File: src/rtl/ucie_debug_stream_sched.sv
// ucie_debug_stream_sched
//   Round-robin scheduler letting NUM_SRC debug producers (thermal, ML, lane-BER and
//   error-counter taps) share one debug stream towards the controller-side consumer.
//   Also owns the free-running 64-bit debug timestamp and the accepted-beat counter.
//
// Ports
//   clk, rst_n        clock, asynchronous active-low reset
//   stream_enable     1 = new grants allowed
//   src_enable        per-producer mask, 0 = never granted
//   src_valid         producer i has a word
//   src_data          producer words, slice i = [i*DATA_W +: DATA_W]
//   src_ready         one-hot grant (combinational from registered state)
//   stream_data/valid/ready/type  output stream; type = source id, 4'hE/4'hF = timestamp hi/lo
//   timestamp         free-running cycle counter
//   timestamp_valid   0 in reset, 1 from the first edge after release
//   beat_count        accepted output beats, wraps at 2^32
//
// Build option
//   UCIE_DEBUG_STREAM_TS_EN  each grant emits TS_HI, TS_LO, DATA (3 beats). Default: 1 beat.

module ucie_debug_stream_sched #(
  parameter int unsigned NUM_SRC = 8,
  parameter int unsigned DATA_W  = 32
) (
  input  logic                        clk,
  input  logic                        rst_n,
  input  logic                        stream_enable,
  input  logic [NUM_SRC-1:0]          src_enable,
  input  logic [NUM_SRC-1:0]          src_valid,
  input  logic [NUM_SRC*DATA_W-1:0]   src_data,
  output logic [NUM_SRC-1:0]          src_ready,
  output logic [DATA_W-1:0]           stream_data,
  output logic                        stream_valid,
  input  logic                        stream_ready,
  output logic [3:0]                  stream_type,
  output logic [63:0]                 timestamp,
  output logic                        timestamp_valid,
  output logic [31:0]                 beat_count
);

  localparam int unsigned PtrW = (NUM_SRC > 1) ? $clog2(NUM_SRC) : 1;
  localparam logic [PtrW-1:0] PtrInit = PtrW'(NUM_SRC - 1);

  typedef enum logic [1:0] {StIdle, StData, StTsHi, StTsLo} state_e;

  state_e              state_q;
  logic [PtrW-1:0]     rr_ptr_q;
  logic [DATA_W-1:0]   data_q;
  logic [3:0]          type_q;
  logic                valid_q;
  logic [63:0]         ts_q;
  logic                ts_valid_q;
  logic [31:0]         beat_q;
`ifdef UCIE_DEBUG_STREAM_TS_EN
  logic [31:0]         ts_lo_q;
  logic [DATA_W-1:0]   word_q;
  logic [3:0]          id_q;
`endif

  logic [NUM_SRC-1:0]  eligible;
  logic [PtrW-1:0]     winner;
  logic                found;
  int unsigned         idx;
  logic                slot_free;
  logic                can_grant;
  logic                grant;
  logic                accept;
  logic [DATA_W-1:0]   win_word;

  assign eligible  = src_valid & src_enable;
  assign slot_free = !valid_q || stream_ready;
  // Timestamp beats of an open packet must drain before the next grant.
  assign can_grant = (state_q == StIdle) || (state_q == StData);
  // ts_valid_q doubles as "out of reset" so no grant is offered while rst_n is low.
  assign grant     = ts_valid_q && stream_enable && slot_free && can_grant && found;
  assign accept    = valid_q && stream_ready;
  assign win_word  = src_data[32'(winner) * DATA_W +: DATA_W];

  // First eligible id scanning rr_ptr+1, rr_ptr+2, ... modulo NUM_SRC.
  always_comb begin
    winner = '0;
    found  = 1'b0;
    idx    = 0;
    for (int unsigned k = 1; k <= NUM_SRC; k++) begin
      idx = (32'(rr_ptr_q) + k) % NUM_SRC;
      if (!found && eligible[PtrW'(idx)]) begin
        found  = 1'b1;
        winner = PtrW'(idx);
      end
    end
  end

  always_comb begin
    src_ready = '0;
    if (grant) src_ready[winner] = 1'b1;
  end

  always_ff @(posedge clk or negedge rst_n) begin
    if (!rst_n) begin
      state_q    <= StIdle;
      rr_ptr_q   <= PtrInit;
      data_q     <= '0;
      type_q     <= '0;
      valid_q    <= 1'b0;
      ts_q       <= '0;
      ts_valid_q <= 1'b0;
      beat_q     <= '0;
`ifdef UCIE_DEBUG_STREAM_TS_EN
      ts_lo_q    <= '0;
      word_q     <= '0;
      id_q       <= '0;
`endif
    end else begin
      ts_q       <= ts_q + 64'd1;
      ts_valid_q <= 1'b1;
      if (accept) beat_q <= beat_q + 32'd1;

      case (state_q)
        StIdle, StData: begin
          if (grant) begin
            rr_ptr_q <= winner;
            valid_q  <= 1'b1;
`ifdef UCIE_DEBUG_STREAM_TS_EN
            data_q   <= DATA_W'(ts_q[63:32]);
            type_q   <= 4'hE;
            ts_lo_q  <= ts_q[31:0];
            word_q   <= win_word;
            id_q     <= 4'(winner);
            state_q  <= StTsHi;
`else
            data_q   <= win_word;
            type_q   <= 4'(winner);
            state_q  <= StData;
`endif
          end else if (accept) begin
            valid_q <= 1'b0;
            state_q <= StIdle;
          end
        end
`ifdef UCIE_DEBUG_STREAM_TS_EN
        StTsHi: begin
          if (stream_ready) begin
            data_q  <= DATA_W'(ts_lo_q);
            type_q  <= 4'hF;
            state_q <= StTsLo;
          end
        end
        StTsLo: begin
          if (stream_ready) begin
            data_q  <= word_q;
            type_q  <= id_q;
            state_q <= StData;
          end
        end
`endif
        default: begin
          valid_q <= 1'b0;
          state_q <= StIdle;
        end
      endcase
    end
  end

  assign stream_data     = data_q;
  assign stream_valid    = valid_q;
  assign stream_type     = type_q;
  assign timestamp       = ts_q;
  assign timestamp_valid = ts_valid_q;
  assign beat_count      = beat_q;

endmodule
File: config.mk
export PLATFORM = sky130hd
export DESIGN_NAME = ucie_debug_stream_sched
export DESIGN_NICKNAME = d
export VERILOG_FILES = /design/src/rtl/ucie_debug_stream_sched.sv
export SDC_FILE = /design/constraint.sdc
export NUM_CORES = 1
export LEC_CHECK = 0
export CORE_UTILIZATION = 26
export CTS_CLUSTER_DIAMETER = 150
export DETAILED_ROUTE_END_ITERATION = 8
export PLACE_DENSITY_LB_ADDON = 0.3
export SYNTH_ARGS = -nofsm -noshare
export SYNTH_HDL_FRONTEND = slang
export SYNTH_SLANG_ARGS = --single-unit
export TNS_END_PERCENT = 20
File: constraint.sdc
create_clock -name clk -period 3.9 [get_ports clk]
set_input_delay 0.585 -clock clk [delete_from_list [all_inputs] [get_ports clk]]
set_output_delay 0.585 -clock clk [all_outputs]
set_load 0.02 [all_outputs]
==> impl_metrics.toml, run 1 <==
[run_status]
outcome = "complete, but fails checks"
violations = "negative setup slack"

[critical_path]
crit_top_cell = "buf_4"
crit_family = "simple AND/OR/NAND/NOR gates"
crit_chain = "inv_2 -> ha_4 -> buf_4 -> buf_4 -> nor3_1 -> o21ai_4 -> nor4_2 -> o2bb2ai_2 -> and2_4 -> or3_4 -> nor2_4 -> buf_6"
reg2reg_from = "rr_ptr_q[0]"
cpPeakStageDelay_ns = 0.60
cp_num_buf_inv = 4
start_kind = "register"
worstRegToRegCells = 13
cp_slowest_cell = "dfstp_2"
cp.arrival_ns = 3.34
critical_path_depth = 12
critPathMaxFanout = 7
cp_data_required_time_ns = 3.31
cp-end-kind = "output port"
worst-setup-path-type = "register to output port"
crit_start = "rr_ptr_q[0]"

[logic_synthesis]
synth_seq_cells = 136
yosys_warnings = 0
yosys.area_share.simple_pct = 22.8
synth_compound_area_share_pct = 13.4
synth_area_per_cell_um2 = 9.58
synth_area_leaders = "dfrtp_1 38%, nand2_1 8.3%, mux2i_1 7.5%, xnor2_1 6.9%, nand3_1 6.0%"
synth-edff-count = 0
async_flop_share_pct = 100
muxShareOfSynthArea_pct = 11.0
synth_top_family_by_area = "simple AND/OR/NAND/NOR gates"
yosysTopAreaCellShare_pct = 37.7
syn-cell-area_um2 = 8830
synth_top_cell_by_area = "dfrtp_1"
synth_fp_nets = 1202
ys.flop_type = "dfrtp_1"
yosysUniqueCellTypes = 69
synth_fa_ha_area_share_pct = 0.567
synthCells = 922
synth_xor_area_share_pct = 9.42
seq_area_frac_synth_pct = 38.6

[cells_and_area]
design_area_um2 = 14900
num-nets-final = 1685
layout_commonest_cell = "clkdlybuf4s50_1"
final_util_pct = 44.5
final_cell_mix = "407 x clkdlybuf4s50_1, 193 x nand2_1, 133 x dfrtp_1, 106 x nand3_1, 89 x buf_4"
instances_no_fill = 1871
layout-drive-gt1-share_pct = 16.2
area_growth_pct = 68.4

[route]
drt-total-wl_um = 34800
wl_met2_um = 17400
viasPerCell = 4.70
top_layer = "met5"
drtPass1Iterations = 4
wl_met3_um = 2100
via_count = 8793
drt-met1-wl_um = 14700
drt_iter0_drc = 311
drc = 0
wl_per_cell_um = 18.6
ant_nets = 0

[place]
placed_cells = 1823
dpl.hpwl_um = 27200
postPlaceCellArea_um2 = 14000
gp_congestion = 0.874
io_buffers = 416

[timing]
worstMarginPinSlew_ns = 0.603
fin_crit_sh_pct = 101
fin_skew_ns = 0.0196
final-setup-viol-count = 2
finalCriticalPeriod_ns = 3.93
fmax_mhz = 255
final_max_slew_viol_count = 0
layout_setup_ws_ns = -0.0265
slew_headroom_pct = 59.8
hold_viol = 0
rsz0062_at_grt = "true"

[global_route]
antenna_found_initial = 9
global_route.usage.total_pct = 19.8
grt_overflow = 0
grt_pass1_wl_um = 53400
grt_pass1_vias = 9056
grt_max_degree = 79

[floorplan]
num_io_pins = 418
core_area_um2 = 33400
start_util_pct = 26.4
fp.dieH_um = 186
rows = 67
die-width_um = 186
fp.dieArea_um2 = 34700

[clock_network]
cts_root_buf = "clkbuf_16"
ctsHoldBuffers = 0
clock_sinks = 136
clkSlewWorstSetupHoldPaths_ns = 0.07
cts_buffer_depth = 2
h-tree-depth = 4
cts_buffers = 17
cts_tree = "yes"
insertion_delay_ns = 0.42

[flow_run]
max_cap_viol_count = 0

[worst_hold_path]
hp-class = "input port to async pin"

[power]
p_int_mw = 6.11
p_seq_share_pct = 16.6
switching_power_mw = 4.91
clkPwrFrac_pct = 15.9
power.density_nw_per_um2 = 741
power.share.switching_pct = 44.5
ir_drop_v = 0.000983
p_comb_share_pct = 67.6
p_leak_nw = 6.01
[timing repair]
action | in CTS | in global routing
gates resized for setup | 66 | 9
cloned | 0 | 1
setup buffers | 7 | 4
pin swaps | 14 | 6
endpoints found under the setup margin | 8 | 8
[power by group through the flow]
stage / sequential [mW] / combinational, mW / clock [mW]
2_1_floorplan: 2.06 / 4.35 / 0
4_1_cts: 1.82 / 7.42 / 1.81
6_report: 1.82 / 7.44 / 1.75
3_5_place_dp: 1.84 / 7.12 / 0
5_1_grt: 1.85 / 7.98 / 1.87
3_3_place_gp: 1.84 / 7.11 / 0
[logic make-up (layout without fill, tap and decap cells)]
| group | after synthesis | count (layout) |
|---|---|---|
| AOI/OAI and AO/OA | 118 | 118 |
| muxes | 81 | 81 |
| and+or+nand+nor | 429 | 429 |
| DFF | 136 | 136 |
| adders and majority gates | 4 | 4 |
| other | 2 | 7 |
| xor gates and xnor gates | 95 | 95 |
| buffers and inverters | 57 | 553 |
[sequential cells by signal, summed over array words and instances (netlist names)]
signal and cells:
timestamp_valid 1, stream_valid 1, timestamp 64, beat_count 32, stream_type 3, stream_data 32
rr_ptr_q 3
[path summary, 6_finish.rpt]
check	slack, ns	end
worst max register to register	0.14	stream_data[0]
max in group asynchronous	2.83	rr_ptr_q[2]
worst min-delay path	0.13	timestamp[53]
worst max-delay path	-0.03	src_ready[7]
worst min register to register	0.47	timestamp[63]
min in group clk	0.47	timestamp[63]
[final cells by class]
cell class              instances  area (µm²)
clock inverters                15         201
repair buffers                513        5030
clock buffers                  17         425
well taps                     448         561
diodes                          5        12.5
multi-input cells             729        5200
fillers                      3231       18600
inverters                       8        32.5
flip-flops and latches        136        3410
[worst reg2reg max path: cells and delay by family, from the launching register on]
family | cells | cell delay, ns
AND/OR/NAND/NOR | 1 | 0.21
multiplexers | 1 | 0.57
buffers and inverters | 4 | 0.55
AO/OA/AOI/OAI | 6 | 1.44
adder cells (fa/ha/maj) | 1 | 0.34
flip-flops | 1 | 0.60
[synth_stat cells, types with 5 or more instances]
master	number
nor3_1	8
nand2_1	195
mux2i_1	66
nand4_1	19
xor2_1	25
nor2_1	42
inv_1	7
o21ai_1	6
and2_1	12
xnor2_1	70
dfrtp_1	133
a22oi_2	31
o211ai_1	8
buf_6	15
clkbuf_1	9
o2111a_1	32
nand3_1	106
and3_1	16
buf_4	5
mux4_2	12
o21ai_0	5
buf_2	16
[layer usage]
metal / vias to the layer above / global-route usage [%]
li1: 4270 / -
met1: 4207 / 23.9
met2: 277 / 34.9
met3: 31 / 4.65
met4: 8 / 6.01
met5: - / 0
[through the flow]
stage | power [mW] | setup TNS [ns] | hold slack, ns | setup WS (ns)
6_report | 11.0 | -0.0507 | 0.133 | -0.0265
2_1_floorplan | 6.41 | -0.0433 | 0.289 | -0.0141
3_3_place_gp | 8.95 | -3.04 | 0.459 | -0.372
5_1_grt | 11.7 | -0.838 | 0.159 | -0.129
4_1_cts | 11.1 | -0.0458 | 0.150 | -0.0174
3_5_place_dp | 8.97 | -3.77 | 0.465 | -0.419
Note: power is estimated with default switching activity, not from simulation.
==> inputs of run 2 (changes only) <==
Settings changed: SETUP_SLACK_MARGIN from default to 0.02.
==> impl_metrics.toml, run 2 (synthesis gave the netlist of run 1 again) <==
[route]
viasPerCell = 4.70
via_count = 8793
drt-total-wl_um = 34800
wl_per_cell_um = 18.6
drtPass1Iterations = 4
drt_iter0_drc = 312
ant_nets = 0
drc = 0

[floorplan]
fp.dieH_um = 186
die-width_um = 186
start_util_pct = 26.4
rows = 67
fp.dieArea_um2 = 34700
core_area_um2 = 33400
num_io_pins = 418

[clock_network]
ctsHoldBuffers = 0
insertion_delay_ns = 0.42
cts_tree = "yes"
h-tree-depth = 4
cts_buffers = 17
cts_root_buf = "clkbuf_16"
clkSlewWorstSetupHoldPaths_ns = 0.07
cts_buffer_depth = 2
clock_sinks = 136

[global_route]
grt_max_degree = 79
grt.met3_usage_pct = 4.65
antenna_found_initial = 9
grt_overflow = 0
grt_pass1_vias = 9054
gr-max-usage-layer = "met2"
global_route.usage.total_pct = 19.8
gr-usage-met2_pct = 34.9
use_met1_pct = 23.9
grt_pass1_wl_um = 53400

[critical_path]
worst-setup-path-type = "register to output port"
cp.arrival_ns = 3.34
critPathMaxFanout = 7
cp_data_required_time_ns = 3.31
cp_slowest_cell = "dfstp_2"
crit_top_cell = "buf_4"
start_kind = "register"
cp-end-kind = "output port"
crit_chain = "inv_2 -> ha_4 -> buf_4 -> buf_4 -> nor3_1 -> o21ai_4 -> nor4_2 -> o2bb2ai_2 -> and2_4 -> or3_4 -> nor2_4 -> buf_6"
cpPeakStageDelay_ns = 0.60

[cells_and_area]
fillers = 3231
multi_input_area_um2 = 5200
final_cell_mix = "407 x clkdlybuf4s50_1, 193 x nand2_1, 133 x dfrtp_1, 106 x nand3_1, 88 x buf_4"
layout_commonest_cell = "clkdlybuf4s50_1"
largest_reg_flops = 64
register_area_um2 = 3410
instances_no_fill = 1871
layout-drive-gt1-share_pct = 16.2
area_growth_pct = 68.4
num-nets-final = 1685

[place]
placed_cells = 1823
post-place-ws_ns = -0.419
gp_congestion = 0.874
io_buffers = 416
dpl.hpwl_um = 27200

[timing]
fin_crit_sh_pct = 101
final-setup-viol-count = 2
rsz0062_at_grt = "true"
final_max_slew_viol_count = 0
fin_skew_ns = 0.0196
layout_setup_ws_ns = -0.0265
hold_viol = 0
fmax_mhz = 255
slew_headroom_pct = 59.8
worstMarginPinSlew_ns = 0.603
finalCriticalPeriod_ns = 3.93

[run_status]
outcome = "complete, but fails checks"
violations = "negative setup slack"

[power]
p_seq_share_pct = 16.6
power.share.switching_pct = 44.5
clkPwrFrac_pct = 15.9
power.density_nw_per_um2 = 741
switching_power_mw = 4.91
p_leak_nw = 6.01
p_int_mw = 6.11
ir_drop_v = 0.000983
p_comb_share_pct = 67.6

[flow_run]
max_cap_viol_count = 0

[worst_hold_path]
hp-class = "input port to async pin"
-- run 2: per-stage QoR --
| stage | setup TNS [ns] | hold WS [ns] | area (µm²) | utilization (%) | power, mW |
|---|---|---|---|---|---|
| after floorplan | -0.0433 | 0.289 | 8840 | - | 6.41 |
| after global placement | -3.04 | 0.459 | 14000 | 41.9 | 8.95 |
| after detailed placement | -3.77 | 0.465 | 14000 | 41.9 | 8.97 |
| after CTS | -0.0458 | 0.150 | 14800 | 44.2 | 11.1 |
| after global routing | -0.838 | 0.159 | 14900 | 44.5 | 11.7 |
| final | -0.0507 | 0.133 | 14900 | 44.5 | 11.0 |
-- run 2: critical path: cells and delay by family, from the launching register on --
family / cells / cell delay (ns)
AND/OR/NAND/NOR: 5 / 1.36
AO/OA/AOI/OAI: 2 / 0.21
flip-flops: 1 / 0.60
adder cells (fa/ha/maj): 1 / 0.29
buffers and inverters: 4 / 0.47
-- run 2: timing repair --
action / in CTS / in global routing
setup endpoints to repair: 8 / 8
pin swaps: 14 / 6
resized for setup: 69 / 7
gates cloned: 0 / 1
setup buffers: 7 / 4
-- run 2: layout make-up --
cell class                      instances  area share (%)
Clock inverter                         15            1.35
Antenna cell                            5          0.0841
Sequential cell                       136            22.9
Timing Repair Buffer                  513            33.9
Multi-Input combinational cell        729            34.9
Inverter                                8           0.219
Tap cell                              448            3.77
Clock buffer                           17            2.86
-- run 2: power by group through the flow --
stage	combinational [mW]	sequential, mW	clock, mW
2_1_floorplan	4.35	2.06	0
3_3_place_gp	7.11	1.84	0
3_5_place_dp	7.12	1.84	0
4_1_cts	7.43	1.82	1.81
5_1_grt	7.98	1.85	1.87
6_report	7.45	1.82	1.75
-- run 2: per-layer routing --
layer,routed length [µm],part of all wire [%]
met5,46,0.13
met1,14700,42
met4,530,1.5
met2,17400,50
met3,2100,6.0
-- run 2: worst paths after layout --
check / startpoint / end / slack (ns) / depth (start not counted)
worst min register to register: timestamp[63] / timestamp[63] / 0.47 / 1
min in group clk: timestamp[63] / timestamp[63] / 0.47 / 1
worst max-delay path: rr_ptr_q[0] / src_ready[7] / -0.03 / 12
worst min-delay path: rst_n / timestamp[53] / 0.13 / 1
worst max register to register: rr_ptr_q[0] / stream_data[0] / 0.14 / 13
max in group asynchronous: rst_n / rr_ptr_q[2] / 2.83 / 2
